## config.mk

```make
export PLATFORM = sky130hd
export DESIGN_NAME = spi_master
export DESIGN_NICKNAME = d
export VERILOG_FILES = /design/src/rtl/spi_pkg.sv /design/src/rtl/spi_clk_div.sv /design/src/rtl/spi_master.sv
export SDC_FILE = /design/constraint.sdc
export NUM_CORES = 1
export LEC_CHECK = 0
export CORE_MARGIN = 2
export CORE_UTILIZATION = 40
export DETAILED_ROUTE_END_ITERATION = 8
export GPL_TIMING_DRIVEN = 0
export PLACE_DENSITY = 0.59
export SETUP_SLACK_MARGIN = 0.5
export SLEW_MARGIN = 25
export SYNTH_ARGS = -nofsm -noshare
export SYNTH_HDL_FRONTEND = slang
export SYNTH_SLANG_ARGS = --single-unit
```

## constraint.sdc

```tcl
create_clock -name clk -period 2.15 [get_ports clk]
set_clock_uncertainty 0.1 [all_clocks]
set_input_delay 0.43 -clock clk [delete_from_list [all_inputs] [get_ports clk]]
set_output_delay 0.43 -clock clk [all_outputs]
set_load 0.01 [all_outputs]
```

## src/rtl/spi_pkg.sv

```systemverilog
// spi_pkg: FSM state encoding and byte width shared by the SPI master files.
package spi_pkg;
    localparam int SPI_BYTE_W = 8;
    typedef enum logic [2:0] {IDLE, SETUP, SHIFT, HOLD, GAP} spi_state_t;
endpackage

```

## src/rtl/spi_clk_div.sv

```systemverilog
// spi_clk_div: SCLK half-period tick; the count restarts from 0 whenever en is low.
module spi_clk_div #(
    parameter int CLK_DIV = 4
) (
    input  logic clk,
    input  logic reset,
    input  logic en,
    output logic tick
);
    localparam int W = $clog2(CLK_DIV);
    localparam logic [W-1:0] LAST = W'(CLK_DIV - 1);
    logic [W-1:0] cnt;
    assign tick = en && cnt == LAST;
    always_ff @(posedge clk or posedge reset)
        if (reset) cnt <= '0;
        else cnt <= (!en || tick) ? '0 : cnt + 1'b1;
endmodule

```

## src/rtl/spi_master.sv

```systemverilog
// spi_master: mode-0 SPI master, one byte per chip-select frame, MSB first.
// Define SPI_MASTER_LOOPBACK_EN to receive the internal MOSI instead of spi_miso.
module spi_master
    import spi_pkg::*;
#(
    parameter int CLK_DIV = 4
) (
    input  logic                  clk,
    input  logic                  reset,
    input  logic [SPI_BYTE_W-1:0] tx_data,
    input  logic                  tx_valid,
    output logic                  tx_ready,
    output logic [SPI_BYTE_W-1:0] rx_data,
    output logic                  rx_valid,
    output logic                  busy,
    output logic                  spi_sclk,
    output logic                  spi_mosi,
    output logic                  spi_cs_n,
    input  logic                  spi_miso
);
    if (CLK_DIV < 2) begin : g_bad_div
        $error("spi_master: CLK_DIV must be >= 2");
    end
    spi_state_t            state;
    logic [SPI_BYTE_W-2:0] tx_sr;
    logic [SPI_BYTE_W-1:0] rx_sr;
    logic [3:0]            edge_cnt;
    logic                  tick;
    logic                  rx_bit;
    spi_clk_div #(.CLK_DIV(CLK_DIV)) u_div (
        .clk  (clk),
        .reset(reset),
        .en   (state != IDLE),
        .tick (tick)
    );
`ifdef SPI_MASTER_LOOPBACK_EN
    logic unused_miso;
    assign unused_miso = spi_miso;
    assign rx_bit = spi_mosi;
`else
    logic [1:0] miso_sync;
    always_ff @(posedge clk or posedge reset)
        if (reset) miso_sync <= '0;
        else miso_sync <= {miso_sync[0], spi_miso};
    assign rx_bit = miso_sync[1];
`endif
    // edge_cnt counts SCLK edges within SHIFT; edge 15 is the 8th falling edge
    always_ff @(posedge clk or posedge reset) begin
        if (reset) begin
            state    <= IDLE;
            tx_sr    <= '0;
            rx_sr    <= '0;
            edge_cnt <= '0;
            tx_ready <= 1'b0;
            busy     <= 1'b0;
            rx_data  <= '0;
            rx_valid <= 1'b0;
            spi_sclk <= 1'b0;
            spi_mosi <= 1'b0;
            spi_cs_n <= 1'b1;
        end else begin
            rx_valid <= 1'b0;
            case (state)
                IDLE: if (tx_valid && tx_ready) begin
                    state    <= SETUP;
                    tx_sr    <= tx_data[SPI_BYTE_W-2:0];
                    spi_mosi <= tx_data[SPI_BYTE_W-1];
                    spi_cs_n <= 1'b0;
                    tx_ready <= 1'b0;
                    busy     <= 1'b1;
                    edge_cnt <= '0;
                end else tx_ready <= 1'b1;
                SETUP: if (tick) state <= SHIFT;
                SHIFT: if (tick) begin
                    spi_sclk <= !spi_sclk;
                    edge_cnt <= edge_cnt + 1'b1;
                    if (!spi_sclk) rx_sr <= {rx_sr[SPI_BYTE_W-2:0], rx_bit};
                    else if (edge_cnt != 4'd15) begin
                        spi_mosi <= tx_sr[SPI_BYTE_W-2];
                        tx_sr    <= tx_sr << 1;
                    end
                    if (edge_cnt == 4'd15) state <= HOLD;
                end
                HOLD: if (tick) begin
                    state    <= GAP;
                    spi_cs_n <= 1'b1;
                    spi_mosi <= 1'b0;
                    rx_data  <= rx_sr;
                    rx_valid <= 1'b1;
                end
                GAP: if (tick) begin
                    state    <= IDLE;
                    busy     <= 1'b0;
                    tx_ready <= 1'b1;
                end
                default: state <= IDLE;
            endcase
        end
    end
endmodule

```

Yosys cells after proc, flatten, opt, wreduce, memory -nomap -nowiden:

Index checks and enable logic that the tools add are counted.

* input port bits: 12
* logic and storage cells: 83
* output and inout port bits: 14
* flip-flop bits (word level): 40

* add/sub/neg operators: 2
* bitwise logic cells: 1
* equality and inequality tests: 15
* reductions and logical operators: 21
* multiplexer cells: 31

Operators with widths (count)
* $mux W7: 4
* $mux W3: 6
* $pmux W3 S5: 1
* $pmux W7 S2: 1
* $reduce_and A3 Y1: 4
* $reduce_and A6 Y1: 2
* $mux W1: 11
* $mux W4: 2
* $ne A2 B1 Y1 const B: 4
* $ne A2 B2 Y1 const B: 4
* $pmux W4 S2: 1
* $eq A3 B2 Y1 const B: 2
* $pmux W1 S2: 3
* $reduce_and A2 Y1: 3
* $reduce_bool A2 Y1: 3
* $reduce_bool A3 Y1: 2
* $reduce_and A5 Y1: 1
* $add A4 B1 Y4 const B: 1
* $eq A4 B4 Y1 const B: 1
* $ne A4 B4 Y1 const B: 1
* $eq A3 B1 Y1 const B: 1
* $eq A3 B3 Y1 const B: 1
* $logic_not A3 Y1: 1
* $pmux W1 S3: 1
* other kinds (7): 9

Longest topological paths before layout:

* depth after elaboration: 5
* mapped depth: 7
* depth with buffers taken out: 5

Modules after synthesis:

A second synthesis with hierarchy kept.

* cell total of the unflattened synthesis: 159
* area total of the unflattened synthesis: 1776.7 µm²

By module, submodules not included
* spi_master: seq. area each 952.2 µm², area each 1681.6 µm², instances 1, cells an instance 152
* spi_clk_div: seq. area each 50.0 µm², area each 95.1 µm², instances 1, cells an instance 7

Least setup slack after synthesis:

Ideal clock, no wire load.

* path kind: register -> register
* from: register state[0]
* to: register spi_mosi
* data arrival time: 1.395 ns
* library setup time: 0.125 ns
* required time: 1.925 ns
* clock period less this slack: 1.620 ns
* path buffers: 1
* setup slack: 0.530 ns
* stages on the path, launching flop included: 6
* cells stage by stage: dfrtp_1 -> buf_2 -> nor2_1 -> nand3_1 -> a211oi_2 -> mux2_4

* word-level cells in the longest chain between the ends: 4
* elaborated cells on any way between the ends: 13
* those cells by class: eq/ne (7); mux (1); reduce/logical (5)

RTL lines
* from (decl): RTL line spi_master.sv:24 `spi_state_t state;`
* from (signal assigned): RTL line spi_master.sv:50 `state <= IDLE;`
* from (signal assigned): RTL line spi_master.sv:65 `state <= SETUP;`
* from (signal assigned): RTL line spi_master.sv:73 `SETUP: if (tick) state <= SHIFT;`
* $reduce_bool A3 Y1: RTL line spi_master.sv:33 `.en (state != IDLE),`
* $logic_and A1 B1 Y1: RTL line spi_clk_div.sv:13 `assign tick = en && cnt == LAST;`
* $ne A2 B1 Y1 (no source line)
* $reduce_and A6 Y1 (no source line)
* to (signal assigned): RTL line spi_master.sv:67 `spi_mosi <= tx_data[SPI_BYTE_W-1];`
* to (signal assigned): RTL line spi_master.sv:79 `spi_mosi <= tx_sr[SPI_BYTE_W-2];`
* to (decl): RTL line spi_master.sv:17 `output logic spi_mosi,`

Several ways; a longest one is shown, not always the timed one.
A chain may end at the register's enable or synchronous reset.

Worst setup path in the final report:

* from: register u_div.cnt[0]
* to: register tx_sr[4]

* word-level cells in the longest chain between the ends: 4

RTL lines
* from (decl): RTL line spi_clk_div.sv:12 `logic [W-1:0] cnt;`
* from (signal assigned): RTL line spi_clk_div.sv:16 `else cnt <= (!en || tick) ? '0 : cnt + 1'b1;`
* $eq A2 B2 Y1: RTL line spi_clk_div.sv:13
* $logic_and A1 B1 Y1: RTL line spi_clk_div.sv:13
* $ne A2 B1 Y1 (no source line)
* $reduce_and A5 Y1 (no source line)
* to (signal assigned): RTL line spi_master.sv:66 `tx_sr <= tx_data[SPI_BYTE_W-2:0];`
* to (signal assigned): RTL line spi_master.sv:80 `tx_sr <= tx_sr << 1;`
* to (decl): RTL line spi_master.sv:25 `logic [SPI_BYTE_W-2:0] tx_sr;`

No other way between the ends.

==> metrics.md <==
| Metric | Value |
|---|---|
| Post-layout min period | `around 1.7 ns` |
| Crit-path slowest cell | `dfrtp_1` |
| CTS max path bufs | `2` |
| Min-Delay Path Class | `reg2reg` |
| #FFs+latches synth | `40` |
| Delay-heaviest family, CP | `compound AO/OA/AOI/OAI gates` |
| Synthesized area per cell | `around 13 sq um` |
| WS Path Type | `reg2reg` |
| Final hold violation count | `0` |
| Remaining Overflow, GRT | `0` |
| Layout Nets | `a little under 200` |
| Syn_nets | `146` |
| Post-synth ARST share | `between 90% and 100%` |
| Post-DP HPWL | `2280 microns` |
| Leak Pwr | `1.14 nW` |
| DR top layer | `met4` |
| Setup violators final | `0` |
| Crit path cell chain | `ha_2, buf_6, nand2_8, a211oi_4, nor2b_4, buf_6, a2bb2oi_2` |
| Buf/Inv on CP | `2` |
| ANT nets after route | `0` |
| Final Cell Area | `between 2000 and 2500 sq um` |
| Max transition margin | `70.3%` |
| WP data arrival | `1.80 ns` |
| CP peak stage delay | `0.36 ns` |
| Setup WS pre-CTS | `about 0.11 ns` |
| Power Total | `around 2.9 mW` |
| Top-area cell type share of the netlist area | `55.5%` |
| DRC | `0` |
| Cell taking the most area after synthesis | `dfrtp_1` |
| Pwr per Cell Area | `1200 nW/um^2` |
| Synth Cell Area | `between 1500 and 2000 sq um` |
| Routed WL per cell | `15.6 microns` |
| Synth Instances | `about 130` |
| Worst r2r dst | `tx_sr[4]` |
| Worst-margin pin slew | `between 0.4 and 0.5 ns` |
| Starting Density | `a little over 40%` |
| Clock Sinks | `40` |
| CP Launch Point | `u_div.cnt[0]` |
| Routed vias/inst | `~5.2` |
| Met1 wire length | `1590 microns` |
| Total Wirelength | `around 3600 microns` |
| CORE AREA | `between 4000 and 5000 sq um` |
| Num ports | `26` |
| CP Depth | `7` |
| Hold Slack | `0.257 ns` |
| H-tree depth | `2` |
| Global placer's final weighted congestion | `0.777` |
| Largest net degree at the start of global routing | `24` |
| Rows | `24` |
| Sequential share of the synthesized area | `a little under three fifths` |
| Synth top area cells | `dfrtp_1 (55%), mux2_2 (7.0%), a2bb2oi_2 (5.1%)` |
| RSZ-0062 raised after global routing | `yes` |
| Status | `finished clean` |
| Critical path endpoint category | `flip-flop` |
| Post-synth EDFFs | `0` |
| Crit path top cell by count | `buf_6` |
| Max Cap Viol | `0` |
| Area delta synth->final | `39.2%` |
| Die area | `roughly 4900 sq um` |
| FMAX | `0.594 GHz` |
| Share of layout cells above drive strength 1 | `roughly two fifths` |
| R2R depth | `7` |
| Required @ worst endpoint | `between 2 and 2.5 ns` |
| YS warnings | `0` |
| First-pass GRT wire length | `between 5000 and 6000 microns` |
| Vias in the first global route | `around 1300` |
| Drt pass-1 iters | `4` |
| Most common cell in the netlist | `dfrtp_1` |
| ANT cells | `0` |
| Final worst slack | `~0.47 ns` |
| Clock Pin Slew Worst Setup and Hold Paths | `about 0.080 ns` |
| CP max FO | `7` |
| Root Driver | `clkbuf_8` |
| Insertion delay to the later sink of the worst-skew pair | `around 0.29 ns` |
| Tot GR Track Use | `between 10% and 20%` |
| Initial antenna violation count | `0` |
| Hold_sp | `miso_sync[0]` |
| Met3 WL post-DR | `129 microns` |
| Max rail drop VDD | `0.451 mV` |
| Worst hold path depth | `0` |
| Most used flip-flop cell after synthesis | `dfrtp_1` |
| Synth cell types | `36` |
| Number of fill cells | `between 300 and 400` |
| R2R Setup Slk | `about 0.47 ns` |
| Startpoint types | `flip-flop` |
| Final Max Tran Viols | `0` |
| Most frequent cells after synthesis | `dfrtp_1 (39), mux2_2 (11), nor2_1 (7)` |
| Input/output buffers | `25` |
| Area after DPL | `around 2100 sq um` |
| DRT iter0 DRCs | `57` |
| CTS Buf Count | `5` |
| DR WL met2 | `approximately 1800 microns` |
| Hold buffer count at CTS | `0` |
| DIE WIDTH | `between 70 and 80 microns` |
| Die Y | `70.3 microns` |
| Vias | `about 1200` |
| Hold Path End | `miso_sync[1]` |
| Worst R2R Start | `u_div.cnt[0]` |
| Final worst path period share | `roughly four fifths` |
| CTS tree | `yes` |
| Final setup TNS | `0 ns` |
-- sequential cells by signal (all words and copies together), names as in the netlist --
| register | cells |
|---|---|
| spi_sclk | 1 |
| spi_mosi | 1 |
| miso_sync | 2 |
| rx_sr | 8 |
| rx_data | 8 |
| u_div.cnt | 2 |
| spi_cs_n | 1 |
| tx_sr | 7 |
| state | 3 |
| tx_ready | 1 |
| rx_valid | 1 |
| busy | 1 |
| edge_cnt | 4 |
-- stage by stage --
stage               util, %  cells
detailed placement     49.0    210
finish                 57.0    234
global route           57.0    234
global placement       48.3    209
floorplan                 -    132
CTS                    52.5    222
-- area by class of cell --
cell class / count / area [sq um] / area share [%]
clock buffers: 6 / 72.6 / 2.96
multi-input cells: 81 / 798 / 32.6
clock inverters: 2 / 35.0 / 1.43
repair buffers: 41 / 397 / 16.2
inverters: 6 / 22.5 / 0.920
flip-flops and latches: 40 / 1010 / 41.1
plain buffers: 6 / 52.6 / 2.15
well taps: 52 / 65.1 / 2.66
-- where the power goes --
part           total, mW  leakage, nW  internal [mW]  switching, mW
clock              0.600       0.0552          0.345          0.256
sequential          1.14        0.504          0.971          0.171
combinational       1.20        0.579          0.650          0.547
-- cell families (layout without fill, tap and decap cells) --
family / after synthesis / count (layout) / share of synthesized area (%)
mux: 17 / 17 / 11.1
compound gates: 30 / 30 / 14.8
simple gates: 28 / 29 / 10.8
xor+xnor: 3 / 3 / 1.49
flops: 40 / 40 / 57.0
fa+ha+maj: 2 / 2 / 1.42
buf+inv: 12 / 61 / 3.41
-- what timing repair did --
| item | CTS | global route |
|---|---|---|
| pin swaps | 2 | 5 |
| gates cloned | 1 | 0 |
| setup endpoints to repair | 41 | 29 |
| setup buffers | 3 | 12 |
| gates resized for setup | 25 | 21 |
-- worst reg2reg max path, stage by stage (launching register included) --
cell       delay, ns
dfrtp_1         0.36
ha_2            0.17
buf_6           0.13
nand2_8         0.07
a211oi_4        0.29
nor2b_4         0.20
buf_6           0.15
a2bb2oi_2       0.14
-- cells in the final DEF (no fill, tap or decap), types with 2 or more instances in the layout --
master           synthesis  final
dfrtp_1                 39     36
buf_4                    1     15
dlygate4sd2_1            0     12
clkdlybuf4s50_1          0     10
mux2_2                  11      9
o21ai_0                  6      6
mux2_4                   1      6
o22ai_1                  6      6
a2bb2oi_2                6      6
inv_1                    6      5
nor2_1                   7      5
clkbuf_8                 0      5
buf_6                    1      4
nand3_1                  5      4
nand2_2                  3      3
xnor2_1                  3      3
a21oi_1                  3      3
dfrtp_2                  0      3
clkbuf_1                 1      2
nand2_1                  2      2
o41ai_1                  2      2
nand3_4                  1      2
nor3_1                   2      2
mux2_1                   5      2
ha_2                     0      2
dlymetal6s2s_1           0      2
-- worst max-delay path by stage --
stage	to	slack (ns)
2_1_floorplan	spi_mosi	0.53
3_3_place_gp	state[2]	-0.13
3_5_place_dp	edge_cnt[2]	0.11
4_1_cts	spi_sclk	0.40
5_1_grt	tx_sr[2]	0.39
6_report	tx_sr[4]	0.47
-- layer usage --
layer	vias up	track usage, %
met5	-	0
li1	574	-
met4	0	5.77
met1	615	18.8
met2	29	24.3
met3	8	4.47
(Power assumes the default switching activity.)
